File: config.mk
export PLATFORM = sky130hd
export DESIGN_NAME = pc_sequencer
export DESIGN_NICKNAME = d
export VERILOG_FILES = /design/src/rtl/pc_seq_pkg.sv /design/src/rtl/Inc16.sv /design/src/rtl/pc_sequencer.sv
export SDC_FILE = /design/constraint.sdc
export NUM_CORES = 1
export LEC_CHECK = 0
export CORE_MARGIN = 3
export CORE_UTILIZATION = 30
export DETAILED_ROUTE_END_ITERATION = 10
export GPL_ROUTABILITY_DRIVEN = 0
export REMOVE_ABC_BUFFERS = 1
export SETUP_SLACK_MARGIN = 0.4
export SLEW_MARGIN = 20
export SYNTH_ARGS = -nofsm -noshare
export SYNTH_HDL_FRONTEND = slang
export SYNTH_SLANG_ARGS = --single-unit
File: constraint.sdc
create_clock -name clk -period 2.6 [get_ports clk]
set_input_delay 0.78 -clock clk [delete_from_list [all_inputs] [get_ports clk]]
set_output_delay 0.78 -clock clk [all_outputs]
set_load 0.005 [all_outputs]
File: src/rtl/pc_seq_pkg.sv
// Shared types and constants for the fetch-front-end PC sequencer.
// Encodings of state_t are visible on the sequencer's state port.
package pc_seq_pkg;

    localparam int PC_W = 16;

    localparam logic [PC_W-1:0] DEFAULT_RESET_VEC = 16'h0000;

    typedef enum logic [1:0] {
        IDLE   = 2'd0,
        RUN    = 2'd1,
        BUBBLE = 2'd2,
        HALT   = 2'd3
    } state_t;

endpackage

File: src/rtl/Inc16.sv
// 16-bit incrementer shared across the pipeline; carry flags the FFFF -> 0000 rollover.
module Inc16 (
    input  logic [15:0] a,
    output logic [15:0] y,
    output logic        carry
);

    assign {carry, y} = {1'b0, a} + 17'd1;

endmodule

File: src/rtl/pc_sequencer.sv
// Program-counter sequencer: offers the PC to fetch over valid/ready, advances it on
// each accepted fetch, and handles start/halt control plus redirects with a one-cycle bubble.
module pc_sequencer
    import pc_seq_pkg::*;
#(
    parameter logic [PC_W-1:0] RESET_VEC  = DEFAULT_RESET_VEC,
    parameter bit              AUTO_START = 1'b0
) (
    input  logic            clk,
    input  logic            rst_n,
    input  logic            start,
    input  logic            halt_req,
    input  logic            redirect_valid,
    input  logic [PC_W-1:0] redirect_addr,
    output logic            fetch_valid,
    output logic [PC_W-1:0] fetch_addr,
    input  logic            fetch_ready,
    output logic            wrap,
    output logic [1:0]      state
);

    localparam state_t RESET_STATE = AUTO_START ? RUN : IDLE;

    state_t          cur_state;
    state_t          next_state;
    logic [PC_W-1:0] pc;
    logic [PC_W-1:0] pc_next;
    logic [PC_W-1:0] pc_inc;
    logic            inc_carry;
    logic            wrap_next;
    logic            hs;

    Inc16 u_inc (
        .a     (pc),
        .y     (pc_inc),
        .carry (inc_carry)
    );

    assign hs = fetch_valid & fetch_ready;

    always_ff @(posedge clk or negedge rst_n) begin
        if (!rst_n) begin
            cur_state <= RESET_STATE;
        end else begin
            cur_state <= next_state;
        end
    end

    always_comb begin
        next_state = cur_state;
        unique case (cur_state)
            IDLE: begin
                if (start) next_state = RUN;
            end
            RUN: begin
                if (redirect_valid) next_state = halt_req ? HALT : BUBBLE;
                else if (halt_req)  next_state = HALT;
            end
            BUBBLE: begin
                // A redirect landing in the bubble buys one more empty cycle unless halting.
                if (halt_req)            next_state = HALT;
                else if (!redirect_valid) next_state = RUN;
            end
            HALT: begin
                if (start && !halt_req) next_state = RUN;
            end
            default: next_state = RESET_STATE;
        endcase
    end

    always_comb begin
        fetch_valid = (cur_state == RUN);
        fetch_addr  = pc;
        state       = cur_state;
    end

    // A redirect always beats the increment, even when the same cycle also handshakes.
    always_comb begin
        pc_next   = pc;
        wrap_next = 1'b0;
        unique case (cur_state)
            RUN: begin
                if (redirect_valid) begin
                    pc_next = redirect_addr;
                end else if (hs) begin
                    pc_next   = pc_inc;
                    wrap_next = inc_carry;
                end
            end
            BUBBLE, HALT: begin
                if (redirect_valid) pc_next = redirect_addr;
            end
            default: pc_next = pc;
        endcase
    end

    always_ff @(posedge clk or negedge rst_n) begin
        if (!rst_n) begin
            pc   <= RESET_VEC;
            wrap <= 1'b0;
        end else begin
            pc   <= pc_next;
            wrap <= wrap_next;
        end
    end

endmodule
==> results of run 1 <==
## registers in the layout, indices dropped and copies added, names as in the netlist
register,count
fetch_addr,16
state,2
wrap,1
## cell families after synthesis
logic type               count (synthesis)  share of synthesized area
AND/OR/NAND/NOR                         59                     0.2541
AO/OA/AOI/OAI                           51                     0.2579
flip-flops                              19                     0.3616
buffers and inverters                   13                    0.05328
adder cells (fa/ha/maj)                  5                    0.04757
multiplexers                             3                    0.02569
## how the worst max path moves through the flow
stage,to,cells after the start,slack [ns],startpoint
after floorplan,fetch_addr[10],4,-0.28,redirect_valid
after global placement,fetch_addr[15],5,0.15,redirect_valid
after detailed placement,fetch_addr[9],5,0.09,redirect_valid
after CTS,fetch_valid,3,0.38,state[1]
after global routing,fetch_addr[9],5,0.48,fetch_ready
final,state[0],2,0.53,state[0]
## layer usage
metal	GRT usage	wire [um]
met2	0.2508	1826
met4	0.03758	51
met3	0.03186	260
met5	0	0
met1	0.2091	1674
## per-stage QoR
step                worst slack, ns    util  area [um2]  std cells
global placement             0.1492  0.4439        1827        241
detailed placement          0.09053  0.4439        1827        241
floorplan                   -0.2782       -        1264        142
global route                 0.4847  0.4661        1918        249
CTS                          0.3787  0.4600        1893        246
finish                       0.5334  0.4661        1918        249
## power by group through the flow
stage / Sequential [mW] / Combinational, mW / Clock [mW]
floorplan: 0.614 / 0.672 / 0
global placement: 0.640 / 1.27 / 0
detailed placement: 0.638 / 1.29 / 0
CTS: 0.632 / 1.32 / 0.218
global route: 0.657 / 1.49 / 0.233
finish: 0.627 / 1.35 / 0.211
## repair_timing
action	4_1_cts	5_1_grt
gates cloned	0	0
endpoints found under the setup margin	4	1
resized for setup	5	2
setup buffers	1	3
## synthesized netlist by cell type, types with 2 or more instances
| cell type | number | share of area |
|---|---|---|
| a211oi_1 | 3 | 0.017 |
| a21o_1 | 2 | 0.011 |
| a21oi_1 | 14 | 0.053 |
| a2bb2oi_1 | 2 | 0.013 |
| a311oi_1 | 2 | 0.013 |
| and2_1 | 2 | 0.0095 |
| and3_1 | 4 | 0.019 |
| and4_1 | 3 | 0.020 |
| buf_2 | 5 | 0.019 |
| buf_6 | 2 | 0.017 |
| dfrtp_1 | 19 | 0.36 |
| ha_1 | 5 | 0.048 |
| inv_1 | 5 | 0.014 |
| mux2i_1 | 2 | 0.015 |
| nand2_1 | 15 | 0.043 |
| nand3_1 | 5 | 0.019 |
| nand4_1 | 3 | 0.014 |
| nor2_1 | 8 | 0.023 |
| nor3_1 | 5 | 0.019 |
| nor4_1 | 6 | 0.029 |
| o21ai_0 | 9 | 0.034 |
| o21bai_1 | 4 | 0.023 |
| o22ai_1 | 6 | 0.029 |
## final cells by class
class | instances | area (um2) | share of cell area
sequential | 19 | 478.0 | 0.2492
tap | 50 | 62.56 | 0.03262
timing repair buffer | 53 | 526.8 | 0.2746
inverter | 5 | 18.77 | 0.009785
clock buffer | 4 | 45.04 | 0.02348
multi-input combinational | 118 | 787.0 | 0.4103
## critical path: stages, from the launching register on
cell	delay, ns
dfrtp_2	0.42
buf_4	0.13
clkdlybuf4s50_1	0.48
==> results.py, run 1 <==
metrics = {
    "yosys": {
        "yosysWarningCount": 0,
        "synth_edf_count": 0,
        "synth_cell_type_count": 42,
        "netlist_area_um2": 1315,
        "yosys_register_bits": 19,
        "async_flop_share": 1.000,
        "avgSynthCellArea_um2": 8.767,
        "seq_area_frac_synth": 0.3616,
        "postSynthCellCount": 150,
        "synthFlopType": "dfrtp_1",
    },
    "power": {
        "intPower_mw": 1.277,
        "clock_power_share": 0.097,
        "total_switching_power_uw": 913.1,
        "p_sw_frac": 0.4169,
        "leakagePower_nw": 0.7815,
        "combinationalPowerShare": 0.617,
        "p_per_area_nw_per_um2": 1142,
        "p_total_mw": 2.190,
        "seqPwrFrac": 0.286,
        "vdd_drop_max_mv": 0.5465,
    },
    "global_route": {
        "grt_pass1_wl_um": 6472,
        "grt_max_degree": 25,
        "grtUsageTotal": 0.1542,
        "grt-ovfl-total": 0,
        "grt_pass1_vias": 1360,
        "antenna_found_initial": 0,
    },
    "placed_design": {
        "port_buffers": 41,
        "dp_hpwl_um": 2879,
    },
    "setup_path": {
        "rr_worst_depth": 6,
        "worstPathArrival_ns": 1.29,
        "rrSetupSlack_ns": 0.62,
        "endpoint_kind": "primary output",
        "cp_max_fo": 5,
        "worstPathRequired_ns": 1.82,
        "cp-start-kind": "register",
        "crit_type": "reg -> out",
        "reg2reg_to": "fetch_addr[9]",
        "reg2reg_from": "state[1]",
    },
    "min_path": {
        "min_path_type": "reg -> reg",
        "hold_end": "fetch_addr[0]",
        "worstHoldStart": "fetch_addr[0]",
        "min_path_cells": 1,
    },
    "detailed_routing": {
        "wl_um": 3812,
        "drc": 0,
        "routedWlPerCell_um": 15.31,
        "ant_nets": 0,
        "viasPerCell": 5.602,
        "initialDrtViolationCount": 76,
        "num_vias": 1395,
        "first_pass_iters": 4,
    },
    "timing": {
        "rsz0062_at_grt": "no",
        "period_share": 0.7948,
        "fin_tns_setup_ns": 0,
        "slew_viol_final": 0,
        "hold_violations": 0,
        "holdWs_ns": 0.5503,
        "setup_viol": 0,
        "worst_slew_pin_slew_ns": 0.3528,
        "period_needed_ns": 2.067,
        "skew_ns": 0.001859,
        "slew-limit-headroom": 0.7626,
        "fmax_ghz": 0.4839,
    },
    "clocking": {
        "ctsHoldBuffers": 0,
        "cts.sinks": 19,
        "clk_path_buf_depth": 2,
        "clk_pin_slew_ns": 0.07,
        "h-tree-depth": 1,
        "cts_tree": "yes",
        "cts_made_buffers": 3,
        "cts-root-buf": "clkbuf_8",
        "clock_latency_ns": 0.26,
    },
    "final_layout": {
        "layout_commonest_cell": "clkdlybuf4s50_1",
        "area_growth_pct": 45.86,
        "fin_nets": 227,
        "fillCellCount": 406,
        "drive_gt1_frac": 0.1457,
        "diodes": 0,
        "mostFrequentLayoutCells": "39 x clkdlybuf4s50_1, 17 x dfrtp_1, 15 x nand2_1",
    },
    "die": {
        "coreArea_um2": 4115,
        "die-area_um2": 5214,
        "die_x_um": 72.21,
        "io_pins": 42,
        "fp.dieH_um": 72.21,
        "rows": 23,
        "initial_utilization": 0.3195,
    },
    "status": {
        "outcome": "finished, final reports clean",
    },
    "run": {
        "max_cap_violations": 0,
    },
}
Note: power is estimated with default switching activity, not from simulation.
==> run 2: changes to the inputs <==
Clock period 2.6 ns to 1.7 ns, I/O delays scaled along.
==> results.py, run 2 (synthesis gave the netlist of run 1 again) <==
metrics = {
    "status": {
        "outcome": "finished, violations left",
        "violations": "negative setup slack",
    },
    "detailed_routing": {
        "num_vias": 1666,
        "routedWlPerCell_um": 17.83,
        "viasPerCell": 5.609,
        "drc": 0,
        "wl_met2_um": 2711,
        "met3_wirelength_um": 360,
        "wl_um": 5296,
        "met1_length_um": 2110,
        "initialDrtViolationCount": 115,
        "dr.max_layer_used": "met4",
        "first_pass_iters": 4,
        "ant_nets": 0,
    },
    "setup_path": {
        "worstPathArrival_ns": 2.06,
        "cp_max_fo": 4,
        "crit_type": "reg -> reg",
        "worstPathRequired_ns": 1.83,
        "cp-start-kind": "register",
        "endpoint_kind": "register",
    },
    "min_path": {
        "min_path_type": "in -> async",
    },
    "final_layout": {
        "regArea_um2": 480.5,
        "drive_gt1_frac": 0.5425,
        "diodes": 0,
        "final_cells": 297,
        "fin_nets": 275,
        "fillCellCount": 345,
        "area_growth_pct": 99.24,
        "multi_input_area_um2": 1047,
        "mostFrequentLayoutCells": "38 x buf_4, 25 x buf_6, 22 x clkdlybuf4s50_1",
        "layout_commonest_cell": "buf_4",
        "largest_register_ffs": 16,
    },
    "timing": {
        "setup_viol": 20,
        "fmax_ghz": 0.5177,
        "period_share": 1.136,
        "skew_ns": 0.006637,
        "rsz0062_at_grt": "yes",
        "slew-limit-headroom": 0.7709,
        "period_needed_ns": 1.932,
        "hold_violations": 0,
        "setup_ws_ns": -0.2315,
        "holdWs_ns": 0.5947,
        "worst_slew_pin_slew_ns": 0.3369,
        "slew_viol_final": 0,
    },
    "die": {
        "die_x_um": 72.21,
        "die-area_um2": 5214,
        "initial_utilization": 0.3195,
        "io_pins": 42,
        "rows": 23,
        "coreArea_um2": 4115,
        "fp.dieH_um": 72.21,
    },
    "power": {
        "intPower_mw": 2.839,
        "clock_power_share": 0.068,
        "p_sw_frac": 0.4171,
        "p_per_area_nw_per_um2": 1859,
        "leakagePower_nw": 1.112,
        "combinationalPowerShare": 0.757,
        "total_switching_power_mw": 2.031,
        "vdd_drop_max_mv": 0.9817,
        "seqPwrFrac": 0.175,
    },
    "clocking": {
        "clk_path_buf_depth": 2,
        "clk_pin_slew_ns": 0.08,
        "h-tree-depth": 1,
        "cts.sinks": 19,
        "clock_latency_ns": 0.26,
        "cts-root-buf": "clkbuf_8",
        "cts_made_buffers": 3,
        "cts_tree": "yes",
    },
    "global_route": {
        "grt_pass1_vias": 1729,
        "grt_pass1_wl_um": 8197,
        "grtUsageTotal": 0.1977,
        "grt_max_degree": 20,
        "grt-ovfl-total": 0,
        "antenna_found_initial": 0,
    },
    "placed_design": {
        "port_buffers": 41,
        "dp_cells": 253,
        "dp_hpwl_um": 3082,
    },
    "run": {
        "max_cap_violations": 0,
    },
}
run 2: timing repair:
item / CTS / global route
setup endpoints to repair: 39 / 35
pin swaps: 19 / 26
buffers inserted: 28 / 9
gates resized for setup: 118 / 53
hold buffers: 0 / 0
cloned: 3 / 0
run 2: path summary, 6_finish.rpt:
check / start / to / slack, ns / depth (start not counted)
max reg2reg: state[0] / fetch_addr[9] / -0.23 / 6
max in group asynchronous: rst_n / fetch_addr[3] / 0.87 / 2
max: state[0] / fetch_addr[9] / -0.23 / 6
min reg2reg: fetch_addr[9] / fetch_addr[9] / 0.62 / 2
min in group clk: fetch_addr[9] / fetch_addr[9] / 0.62 / 2
min: rst_n / fetch_addr[1] / 0.59 / 2
run 2: final cells by class:
cell class,count,share of cell area
multi-input combinational,118,0.3997
inverter,5,0.008118
clock buffer,4,0.01719
sequential,19,0.1834
tap,50,0.02388
timing repair buffer,101,0.3677
run 2: worst max-delay path, cell delays in order, from the launching register on:
cell and delay [ns]:
dfrtp_1 0.42, inv_1 0.09, ha_2 0.23, or3_4 0.43, or2_4 0.30, nor3_4 0.22
a311oi_1 0.13
run 2: per-stage QoR:
step           setup WS, ns  setup TNS [ns]    util  power, mW  instance area [um2]
2_1_floorplan        -1.163          -16.82       -      1.967                 1264
3_3_place_gp        -0.5354          -7.455  0.4628      3.044                 1904
3_5_place_dp        -0.5956          -8.694  0.4628      3.091                 1904
4_1_cts             -0.2487          -2.660  0.5631      4.139                 2317
5_1_grt             -0.3094          -4.737  0.6367      5.195                 2620
6_report            -0.2315          -3.402  0.6367      4.870                 2620
run 2: power groups by stage:
| stage | clock network, mW | registers, mW | logic [mW] |
|---|---|---|---|
| after floorplan | 0 | 0.938 | 1.03 |
| after global placement | 0 | 0.948 | 2.10 |
| after detailed placement | 0 | 0.966 | 2.12 |
| after CTS | 0.321 | 0.821 | 3.00 |
| after global routing | 0.347 | 0.885 | 3.96 |
| final | 0.331 | 0.855 | 3.69 |
run 2: layer usage:
layer / up-vias / global-route usage
met5: - / 0
met4: 0 / 0.05428
met3: 16 / 0.03186
met2: 79 / 0.3559
met1: 800 / 0.2420
li1: 771 / -
==> run 3: changes to the inputs <==
Settings changed: HOLD_SLACK_MARGIN set to 0.05.
==> results of run 3 <==
Same layout as run 2: the final DEF is identical, and so are final timing and power.
